**src/rtl/neopx_rx.sv**
```systemverilog
// neopx_rx: WS2812-style serial pixel decoder with a single-entry AXI-Stream output.
module neopx_rx #(
  parameter int unsigned BIT1_MIN_CYC = 40,
  parameter int unsigned HIGH_MAX_CYC = 100,
  parameter int unsigned RESET_CYC    = 2800
) (
  input  logic        axis_aclk,
  input  logic        axis_reset,
  input  logic        i_serial,
  output logic [31:0] m_axis_data,
  output logic        m_axis_valid,
  input  logic        m_axis_ready,
  output logic        o_frame_end,
  output logic        o_frame_err,
  output logic        o_overrun
);

  localparam int unsigned CNT_W  = 16;
  localparam int unsigned BCNT_W = 5;
  localparam int unsigned PIX_W  = 24;

  localparam logic [CNT_W-1:0]  BIT1_MIN  = CNT_W'(BIT1_MIN_CYC);
  localparam logic [CNT_W-1:0]  HIGH_MAX  = CNT_W'(HIGH_MAX_CYC);
  localparam logic [CNT_W-1:0]  LATCH_CNT = CNT_W'(RESET_CYC);
  localparam logic [CNT_W-1:0]  CNT_MAX   = {CNT_W{1'b1}};
  localparam logic [BCNT_W-1:0] LAST_BIT  = BCNT_W'(PIX_W - 1);

  typedef enum logic [1:0] {
    SYNC = 2'd0,
    IDLE = 2'd1,
    HIGH = 2'd2,
    LOW  = 2'd3
  } state_e;

  state_e              state_q, state_d;
  logic                sync1_q, sync1_d;
  logic                sync2_q, sync2_d;
  logic                sdly_q, sdly_d;
  logic [CNT_W-1:0]    count_q, count_d;
  logic [BCNT_W-1:0]   bitcnt_q, bitcnt_d;
  logic [PIX_W-2:0]    shift_q, shift_d;
  logic [PIX_W-1:0]    data_q, data_d;
  logic                valid_q, valid_d;
  logic                frame_end_q, frame_end_d;
  logic                frame_err_q, frame_err_d;
  logic                overrun_q, overrun_d;

  logic                rise_c, fall_c, bit_c, pix_done_c;
  logic [CNT_W-1:0]    count_inc_c;
  logic [PIX_W-1:0]    pix_c;

  // State and datapath registers with synchronous reset
  always_ff @(posedge axis_aclk) begin
    if (axis_reset) begin
      state_q     <= SYNC;
      sync1_q     <= 1'b0;
      sync2_q     <= 1'b0;
      sdly_q      <= 1'b0;
      count_q     <= '0;
      bitcnt_q    <= '0;
      shift_q     <= '0;
      data_q      <= '0;
      valid_q     <= 1'b0;
      frame_end_q <= 1'b0;
      frame_err_q <= 1'b0;
      overrun_q   <= 1'b0;
    end else begin
      state_q     <= state_d;
      sync1_q     <= sync1_d;
      sync2_q     <= sync2_d;
      sdly_q      <= sdly_d;
      count_q     <= count_d;
      bitcnt_q    <= bitcnt_d;
      shift_q     <= shift_d;
      data_q      <= data_d;
      valid_q     <= valid_d;
      frame_end_q <= frame_end_d;
      frame_err_q <= frame_err_d;
      overrun_q   <= overrun_d;
    end
  end

  // Synchronizer, edge detect, line-timing FSM and output register control
  always_comb begin
    sync1_d     = i_serial;
    sync2_d     = sync1_q;
    sdly_d      = sync2_q;
    state_d     = state_q;
    count_d     = count_q;
    bitcnt_d    = bitcnt_q;
    shift_d     = shift_q;
    data_d      = data_q;
    valid_d     = valid_q;
    frame_end_d = 1'b0;
    frame_err_d = 1'b0;
    overrun_d   = overrun_q;
    pix_done_c  = 1'b0;

    rise_c      = sync2_q & ~sdly_q;
    fall_c      = ~sync2_q & sdly_q;
    count_inc_c = (count_q == CNT_MAX) ? count_q : count_q + CNT_W'(1);
    bit_c       = (count_q >= BIT1_MIN);
    pix_c       = {shift_q, bit_c};

    unique case (state_q)
      SYNC: begin
        // Wait for one full latch gap before trusting the line
        if (sync2_q) begin
          count_d = '0;
        end else if (count_inc_c >= LATCH_CNT) begin
          count_d = '0;
          state_d = IDLE;
        end else begin
          count_d = count_inc_c;
        end
      end
      IDLE: begin
        if (rise_c) begin
          count_d  = CNT_W'(1);
          bitcnt_d = '0;
          state_d  = HIGH;
        end
      end
      HIGH: begin
        if (fall_c) begin
          count_d = CNT_W'(1);
          state_d = LOW;
          if (bitcnt_q == LAST_BIT) begin
            pix_done_c = 1'b1;
            bitcnt_d   = '0;
            shift_d    = '0;
          end else begin
            bitcnt_d = bitcnt_q + BCNT_W'(1);
            shift_d  = {shift_q[PIX_W-3:0], bit_c};
          end
        end else if (count_inc_c > HIGH_MAX) begin
          // Stuck-high line: drop everything and resynchronise
          frame_err_d = 1'b1;
          count_d     = '0;
          bitcnt_d    = '0;
          shift_d     = '0;
          state_d     = SYNC;
        end else begin
          count_d = count_inc_c;
        end
      end
      LOW: begin
        if (rise_c) begin
          count_d = CNT_W'(1);
          state_d = HIGH;
        end else if (count_inc_c >= LATCH_CNT) begin
          frame_end_d = 1'b1;
          frame_err_d = (bitcnt_q != '0);
          count_d     = '0;
          bitcnt_d    = '0;
          shift_d     = '0;
          state_d     = IDLE;
        end else begin
          count_d = count_inc_c;
        end
      end
      default: state_d = SYNC;
    endcase

    // Single-entry output: handshake frees the slot, a completed pixel
    // loads only if the slot is free this cycle, otherwise it is dropped
    if (valid_q && m_axis_ready) begin
      valid_d = 1'b0;
    end
    if (pix_done_c) begin
      if (!valid_q || m_axis_ready) begin
        data_d  = pix_c;
        valid_d = 1'b1;
      end else begin
        overrun_d = 1'b1;
      end
    end
  end

  assign m_axis_data  = {8'h00, data_q};
  assign m_axis_valid = valid_q;
  assign o_frame_end  = frame_end_q;
  assign o_frame_err  = frame_err_q;
  assign o_overrun    = overrun_q;

endmodule

```
**config.mk**
```make
export PLATFORM = sky130hd
export DESIGN_NAME = neopx_rx
export DESIGN_NICKNAME = d
export VERILOG_FILES = /design/src/rtl/neopx_rx.sv
export SDC_FILE = /design/constraint.sdc
export NUM_CORES = 1
export LEC_CHECK = 0
export CORE_ASPECT_RATIO = 1.75
export CORE_MARGIN = 2
export CORE_UTILIZATION = 28
export CTS_BUF_LIST = sky130_fd_sc_hd__clkbuf_4 sky130_fd_sc_hd__clkbuf_8
export DETAILED_ROUTE_END_ITERATION = 10
export SYNTH_ARGS = -nofsm -noshare
export SYNTH_HDL_FRONTEND = slang
export SYNTH_SLANG_ARGS = --single-unit
```
**constraint.sdc**
```tcl
create_clock -name axis_aclk -period 2.9 [get_ports axis_aclk]
set_input_delay 0.87 -clock axis_aclk [delete_from_list [all_inputs] [get_ports axis_aclk]]
set_output_delay 0.87 -clock axis_aclk [all_outputs]
set_load 0.1 [all_outputs]
```
==> impl_metrics.tcl, run 1 <==
set metrics [dict create \
    setup_viol 0 \
    async_reset_ff_frac 0 \
    p_clk_frac 0.389 \
    drt_first_pass_iters 4 \
    switchingPower_uw 538 \
    powerDensity_nw_per_um2 439 \
    clkTransAtPathRegs_ns 0.09 \
    drive_gt1_frac 0.203 \
    die_h_um 157 \
    crit_path_end_kind "register" \
    nets 475 \
    cts_tree "done" \
    gp_congestion 0.877 \
    pre_cts_ws_ns -0.0304 \
    drc 0 \
    crit_required_ns 3.15 \
    num_vias 3313 \
    synth_top_area_frac 0.414 \
    grt_pass1_wl_um 15600 \
    antenna_found_initial 0 \
    synth_seq_cells 77 \
    cts_hold_buffers 0 \
    io_pins 40 \
    synth_edf_count 0 \
    tightest_slew_ns 0.620 \
    netlist_area_um2 3730 \
    clk_latency_ns 0.36 \
    ys_seq_area_frac 0.414 \
    ant_nets 0 \
    clock.fmax_ghz 0.363 \
    seqPwrFrac 0.548 \
    drt-total-wl_um 9640 \
    rsz0062_at_grt "no" \
    vdd_ir_drop_max_v 0.000183 \
    fin_cells 643 \
    htree_levels 3 \
    min_path_type "register to register" \
    yosysUniqueCellTypes 70 \
    dp_cells 624 \
    port_buffers 31 \
    place_area_um2 4180 \
    cts_made_buffers 9 \
    period_share 0.951 \
    cts-root-buf "clkbuf_8" \
    grt_max_degree 29 \
    synth_area_leaders "dfxtp_1 (41%), nand2_1 (6.2%), a21oi_1 (5.9%), a22o_1 (5.4%), buf_4 (2.4%)" \
    postSynthAreaPerCell_um2 8.73 \
    initial_core_util 0.288 \
    n_antenna_cell 0 \
    rows 55 \
    finalHoldViolCount 0 \
    yosysTopAreaCell "dfxtp_1" \
    intPower_uw 1420 \
    final.setup_skew_ns 0.0159 \
    hold_slack_ns 0.444 \
    grt.overflow.total 0 \
    place_hpwl_um 6910 \
    synthCells 427 \
    clock_sinks 77 \
    track_usage 0.138 \
    cap_violations 0 \
    p_comb_frac 0.063 \
    start_kind "register" \
    worst_slew_margin_rel 0.585 \
    first_global_vias 3277 \
    ys_warn_count 0 \
    wire_per_inst_um 15.0 \
    die_x_um 91.2 \
    drtIter0Drc 167 \
    cts_buffer_depth 2 \
    ys.flop_type "dfxtp_1" \
    crit_type "register to register" \
    cp_max_fo 12 \
    p_sw_frac 0.275 \
    fin_crit_ns 2.76 \
    slew_violations 0 \
    power_uw 1950 \
    design_area_um2 4450 \
    avgViaCountPerCell 5.15 \
    worst_slack_ns 0.142 \
    dieArea_um2 14300 \
    p_leak_uw 0.00166 \
    core_area_um2 12900 \
    arrival_ns 3.00 \
    outcome "finished, final reports clean" \
    areaGrowthSynthToFinish_pct 19.5 \
]
==> worst paths after layout <==
kind | start | cells after the start | endpoint | slack [ns]
worst max-delay path | count_q[1]$_SDFFE_PP0P_ | 12 | shift_q[5]$_SDFFE_PP0P_ | 0.14
worst min-delay path | sync1_q$_SDFF_PP0_ | 1 | sdly_d$_SDFF_PP0_ | 0.44
worst max register to register | count_q[1]$_SDFFE_PP0P_ | 12 | shift_q[5]$_SDFFE_PP0P_ | 0.14
worst min register to register | sync1_q$_SDFF_PP0_ | 1 | sdly_d$_SDFF_PP0_ | 0.44
==> cell usage after synthesis, drive strengths merged (11+ instances only) <==
library cell,number
buf,20
clkbuf,14
a22o,23
nor2,24
nand2,62
nor3,15
nand3,13
dfxtp,77
a31oi,11
a21oi,44
o21ai,18
inv,13
==> kinds of logic (layout without fill, tap and decap cells) <==
kind of cell,count (synthesis),after routing,synth area share
AOI/OAI and AO/OA,130,132,0.256
DFF,77,77,0.414
muxes,2,2,0.00705
other,1,8,0.00101
and+or+nand+nor,166,166,0.242
buffers and inverters,47,83,0.0668
adders and majority gates,4,4,0.0134
==> through the flow <==
step                TNS (ns)   util
global placement           0  0.323
detailed placement    -0.432  0.323
global route               0  0.344
finish                     0  0.344
CTS                        0  0.341
floorplan                  0      -
==> routing by layer <==
layer  vias to the layer above  global-route usage  wire length [um]
li1                       1621                   -                 -
met1                      1567               0.132              3590
met2                       101               0.261              5220
met3                        24              0.0270               400
met4                         0              0.0916               431
met5                         -                   0                 0
==> timing repair <==
action                     CTS  global route
setup buffers                1             0
setup endpoints to repair   23            31
pin swaps                    1             1
resized for setup            1             5
gates cloned                 1             1
==> power by group through the flow <==
stage | Combinational, uW | Sequential (uW) | Clock, uW
after detailed placement | 115 | 1090 | 0
after floorplan | 106 | 1090 | 0
after CTS | 121 | 1070 | 788
after global routing | 132 | 1070 | 826
after global placement | 114 | 1090 | 0
final | 124 | 1070 | 759
==> worst max-delay path: stages, from the launching register on <==
cell and delay (ns):
dfxtp_1 0.43, ha_4 0.20, nand3_1 0.12, buf_4 0.19, nor4_4 0.24, buf_4 0.22, o21ai_1 0.11, o22ai_4 0.20
o211a_4 0.27, o21ai_4 0.12, o2bb2ai_4 0.17, buf_12 0.15, a22o_1 0.22
==> sequential cells by signal, indices dropped and copies added (netlist names) <==
register	count
o_frame_err	1
data_q	24
sdly_d	1
sync1_q	1
shift_q	23
m_axis_valid	1
state_q	2
o_frame_end	1
bitcnt_q	5
count_q	16
o_overrun	1
sdly_q	1
==> placed cells by master, fill, tap and decap left out, drive strengths merged, types with 4 or more instances in the layout <==
cell type / netlist / routed
a211oi: 5 / 5
a21oi: 44 / 44
a22o: 23 / 23
a31oi: 11 / 11
and2: 5 / 5
and3: 7 / 7
and4: 4 / 4
buf: 20 / 52
clkbuf: 14 / 9
conb: 1 / 8
dfxtp: 77 / 77
ha: 4 / 4
inv: 13 / 16
nand2: 62 / 62
nand2b: 5 / 5
nand3: 13 / 13
nand4: 7 / 7
nor2: 24 / 24
nor2b: 8 / 8
nor3: 15 / 15
nor4: 4 / 4
o21ai: 18 / 18
o2bb2ai: 3 / 5
or3: 4 / 4
==> cell type report <==
type	instances	area, um^2
fill	1335	8480
multi-input combinational	312	2030
sequential	77	1540
timing repair buffer	54	433
tap	171	214
clock buffer	9	124
clock inverter	7	57.6
inverter	13	48.8
Power figures use the tool's default switching activity.
==> run 2, diff against run 1 <==
--- a/config.mk
+++ b/config.mk
@@ -10,6 +10,7 @@
 export CORE_UTILIZATION = 28
 export CTS_BUF_LIST = sky130_fd_sc_hd__clkbuf_4 sky130_fd_sc_hd__clkbuf_8
 export DETAILED_ROUTE_END_ITERATION = 10
+export REMOVE_ABC_BUFFERS = 1
 export SYNTH_ARGS = -nofsm -noshare
 export SYNTH_HDL_FRONTEND = slang
 export SYNTH_SLANG_ARGS = --single-unit
==> run 2 against run 1 <==
Against the previous run: utilization increased by 0.50 points; routed wire length rose by 5.8%; via count increased by 2.1%; worst hold slack gained 0.014 ns; total power rose by 4.9%; count of clock-buffer cells in the layout unchanged; combinational power about the same.
==> impl_metrics.tcl, run 2 (synthesis results as in run 1) <==
set metrics [dict create \
    grt.overflow.total 0 \
    crit_path_end_kind "register" \
    grt_pass1_wl_um 16200 \
    first_global_vias 3285 \
    critPathMaxStageDelay_ns 0.53 \
    final_cell_mix "dfxtp_1 (76), nand2_1 (62), buf_4 (52)" \
    areaGrowthSynthToFinish_pct 21.3 \
    port_buffers 31 \
    num_vias 3381 \
    slew_violations 0 \
    initial_core_util 0.288 \
    worst_slack_ns 0.163 \
    vdd_ir_drop_max_v 0.000281 \
    cts-root-buf "clkbuf_8" \
    fin_crit_ns 2.74 \
    clkTransAtPathRegs_ns 0.09 \
    grt_max_degree 28 \
    clock_sinks 77 \
    clock.fmax_ghz 0.365 \
    outcome "finished, final reports clean" \
    n_antenna_cell 0 \
    io_pins 40 \
    p_leak_uw 0.00169 \
    cts_buffer_depth 2 \
    regMostFlops "data_q" \
    ant_nets 0 \
    core_area_um2 12900 \
    largest_reg_flops 24 \
    period_share 0.944 \
    worst_slew_margin_rel 0.506 \
    drt-total-wl_um 10200 \
    antenna_found_initial 0 \
    arrival_ns 3.03 \
    final_common_cell "dfxtp_1" \
    drtIter0Drc 161 \
    fin_cells 646 \
    place_hpwl_um 7350 \
    finalHoldViolCount 0 \
    dp_cells 626 \
    start_kind "register" \
    crit_required_ns 3.20 \
    die_h_um 157 \
    die_x_um 91.2 \
    drc 0 \
    crit_type "register to register" \
    drive_gt1_frac 0.213 \
    cp_max_fo 12 \
    top_regs "data_q: 24 flops, shift_q: 23 flops, count_q: 16 flops" \
    final.setup_skew_ns 0.00837 \
    powerDensity_nw_per_um2 454 \
    tightest_slew_ns 0.736 \
    crit_chain "and4_1 > nand3_2 > a31o_2 > a211oi_4 > nand4b_4 > buf_4 > o21ai_4 > o2bb2ai_4 > buf_12 > a22o_1" \
    rsz0062_at_grt "no" \
    setup_viol 0 \
    wire_per_inst_um 15.8 \
    avgViaCountPerCell 5.23 \
    htree_levels 3 \
    cp_slowest_cell "dfxtp_1" \
    clk_latency_ns 0.36 \
    drt_first_pass_iters 4 \
    pre_cts_ws_ns -0.0631 \
    cts_hold_buffers 0 \
    dieArea_um2 14300 \
    min_path_type "register to register" \
    cts_tree "done" \
    nets 478 \
    rows 55 \
    cts_made_buffers 9 \
    gp_congestion 0.991 \
    cap_violations 0 \
    track_usage 0.142 \
]
run 2: path summary, 6_finish.rpt:
path / start / end / slack [ns] / cells after the start
worst min register to register: data_q[21]$_SDFFE_PP0P_ / data_q[21]$_SDFFE_PP0P_ / 0.46 / 2
worst max register to register: count_q[9]$_SDFFE_PP0P_ / shift_q[12]$_SDFFE_PP0P_ / 0.16 / 10
worst min-delay path: data_q[21]$_SDFFE_PP0P_ / data_q[21]$_SDFFE_PP0P_ / 0.46 / 2
worst max-delay path: count_q[9]$_SDFFE_PP0P_ / shift_q[12]$_SDFFE_PP0P_ / 0.16 / 10
run 2: what timing repair did:
action                                  in CTS  in global routing
cloned                                       1                  1
pin swaps                                    1                  3
resized for setup                            2                  7
endpoints found under the setup margin      23                 38
setup buffers                                1                  1
endpoints found under the hold margin        0                  0
run 2: through the flow:
step                total power (uW)   util  instance area [um^2]  hold WS (ns)  setup TNS, ns
floorplan                       1170      -                  3550         0.414              0
global placement                1200  0.323                  4180         0.444              0
detailed placement              1210  0.323                  4180         0.447          -1.25
CTS                             2070  0.343                  4440         0.460              0
global route                    2120  0.349                  4520         0.481              0
finish                          2050  0.349                  4520         0.458              0
run 2: worst max-delay path: cells and delay by family (launching register included):
| kind | cells | cell delay, ns |
|---|---|---|
| AOI/OAI and AO/OA | 5 | 1.12 |
| and+or+nand+nor | 3 | 0.71 |
| DFF | 1 | 0.53 |
| buffers and inverters | 2 | 0.32 |
run 2: routing by layer:
metal / vias to the layer above / track usage / wire [um]
met5: - / 0 / 0
met4: 0 / 0.0945 / 567
met3: 38 / 0.0255 / 336
met2: 99 / 0.265 / 5420
met1: 1618 / 0.142 / 3870
li1: 1626 / - / -
run 2: power breakdown:
part           switching (uW)  leakage, uW  internal [uW]
clock                     442    0.0000984            411
sequential               10.2     0.000621           1060
combinational            91.5     0.000973           32.0
run 2: layout make-up:
| cell class | count | area [um^2] |
|---|---|---|
| Inverter | 13 | 48.8 |
| Sequential cell | 77 | 1540 |
| Timing Repair Buffer | 57 | 455 |
| Clock buffer | 9 | 124 |
| Multi-Input combinational cell | 312 | 2050 |
| Clock inverter | 7 | 82.6 |
| Fill cell | 1388 | 8420 |
| Tap cell | 171 | 214 |
==> run 3, diff against run 2 <==
--- a/config.mk
+++ b/config.mk
@@ -6,7 +6,7 @@
 export NUM_CORES = 1
 export LEC_CHECK = 0
 export CORE_ASPECT_RATIO = 1.75
-export CORE_MARGIN = 2
+export CORE_MARGIN = 5
 export CORE_UTILIZATION = 28
 export CTS_BUF_LIST = sky130_fd_sc_hd__clkbuf_4 sky130_fd_sc_hd__clkbuf_8
 export DETAILED_ROUTE_END_ITERATION = 10
==> constraint.sdc (replaced) <==
create_clock -name axis_aclk -period 3 [get_ports axis_aclk]
set_input_delay 0.9 -clock axis_aclk [delete_from_list [all_inputs] [get_ports axis_aclk]]
set_output_delay 0.9 -clock axis_aclk [all_outputs]
set_load 0.1 [all_outputs]
==> run 3 against run 2 <==
Against the previous run: combinational power down 8%; worst setup slack lost 0.0098 ns; sequential power about the same; total power fell by 5.9%; via count is 2.6% lower; routed wire length decreased by 7.9%; clock skew about the same; critical endpoint is now shift_q[22]$_SDFFE_PP0P_.
==> impl_metrics.tcl, run 3 (synthesis results as in run 1) <==
set metrics [dict create \
    dp_cells 618 \
    htree_levels 3 \
    regMostFlops "data_q" \
    drc 0 \
    crit_path_end_kind "register" \
    final_cell_mix "dfxtp_1 (77), nand2_1 (62), a21oi_1 (44)" \
    cts_buffer_depth 2 \
    track_usage 0.117 \
    top_regs "data_q: 24 flops, shift_q: 23 flops, count_q: 16 flops" \
    grt.overflow.total 0 \
    outcome "finished, final reports clean" \
    place_hpwl_um 6670 \
    fin_crit_ns 2.85 \
    n_antenna_cell 0 \
    cts_hold_buffers 0 \
    first_global_vias 3129 \
    antenna_found_initial 0 \
    clock_sinks 77 \
    core_area_um2 13000 \
    start_kind "register" \
    largest_reg_flops 24 \
    fin_cells 636 \
    ff2ff_setup_slack_ns 0.15 \
    arrival_ns 3.10 \
    nets 468 \
    clock.fmax_ghz 0.351 \
    die_h_um 163 \
    cts_setup_buffers 0 \
    clkTransAtPathRegs_ns 0.09 \
    dieArea_um2 15800 \
    pre_cts_ws_ns 0.0811 \
    areaGrowthSynthToFinish_pct 18.3 \
    crit_type "register to register" \
    design_area_um2 4410 \
    drive_gt1_frac 0.189 \
    finalHoldViolCount 0 \
    crit_required_ns 3.26 \
    final_common_cell "dfxtp_1" \
    drt-total-wl_um 9390 \
    drt_first_pass_iters 5 \
    wire_per_inst_um 14.8 \
    cts-root-buf "clkbuf_8" \
    initial_core_util 0.286 \
    port_buffers 31 \
    die_x_um 97.2 \
    tightest_slew_ns 0.812 \
    place_area_um2 4130 \
    grt_pass1_wl_um 15300 \
    clk_latency_ns 0.36 \
    cts_made_buffers 9 \
    finalSetupTns_ns 0 \
    io_pins 40 \
    final.setup_skew_ns 0.00843 \
    cap_violations 0 \
    min_path_type "register to register" \
    drtIter0Drc 135 \
    avgViaCountPerCell 5.18 \
    period_share 0.949 \
    grt_max_degree 25 \
    setup_viol 0 \
    hold_depth 1 \
    rows 55 \
    post-route-util 0.339 \
    p_leak_uw 0.00164 \
    ff2ff_path_depth 11 \
    num-fill-cells 1340 \
    gp_congestion 0.886 \
    worst_slack_ns 0.153 \
    cts_tree "done" \
    powerDensity_nw_per_um2 438 \
    slew_violations 0 \
    num_vias 3292 \
    ant_nets 0 \
    cp_max_fo 11 \
    worst_slew_margin_rel 0.455 \
    vdd_ir_drop_max_v 0.000278 \
]
run 3: cell count changes in the layout (fill, tap and decap cells not counted), sizes merged:
cell	delta
buf	-10
bufinv	-1
clkinv	+1
inv	+2
clkinvlp	-2
run 3: layout make-up:
cell class / count / area, um^2 / share of cell area
sequential: 77 / 1540 / 0.350
tap: 171 / 214 / 0.0486
inverter: 13 / 48.8 / 0.0111
clock inverter: 7 / 76.3 / 0.0173
clock buffer: 9 / 124 / 0.0281
multi-input combinational: 312 / 2030 / 0.462
timing repair buffer: 47 / 368 / 0.0835
run 3: path summary, 6_finish.rpt:
path	from	end
setup / recovery	count_q[0]$_SDFFE_PP0P_	shift_q[22]$_SDFFE_PP0P_
hold / removal	sync1_q$_SDFF_PP0_	sdly_d$_SDFF_PP0_
setup reg to reg	count_q[0]$_SDFFE_PP0P_	shift_q[22]$_SDFFE_PP0P_
hold reg to reg	sync1_q$_SDFF_PP0_	sdly_d$_SDFF_PP0_
run 3: through the flow:
| step | power (uW) | hold WS [ns] |
|---|---|---|
| after global placement | 1160 | 0.421 |
| after CTS | 1950 | 0.459 |
| after global routing | 2000 | 0.472 |
| after floorplan | 1140 | 0.414 |
| final | 1930 | 0.452 |
| after detailed placement | 1170 | 0.437 |
run 3: timing repair:
item | CTS | global route
gates resized for setup | 0 | 5
hold endpoints to repair | 0 | 0
endpoints found under the setup margin | 0 | 27
run 3: critical path, stage by stage, from the launching register on:
cell and delay, ns:
dfxtp_1 0.41, ha_1 0.32, nand3_1 0.15, buf_4 0.19
nor4_4 0.38, buf_4 0.21, nor2_1 0.04, a31oi_1 0.19
o211a_4 0.24, o21ai_4 0.12, o2bb2ai_4 0.23, a22o_1 0.26
run 3: power breakdown:
group | leakage (uW) | total (uW) | internal (uW) | switching [uW]
logic | 0.000921 | 114 | 27.6 | 86.2
registers | 0.000621 | 1040 | 1030 | 8.53
clock network | 0.000103 | 780 | 332 | 448
run 3: routing by layer:
metal	up-vias	GRT usage	wire length (um)
met3	20	0.0274	450
met2	97	0.210	5020
met5	-	0	0
met4	0	0.0684	311
met1	1569	0.124	3610
li1	1606	-	-
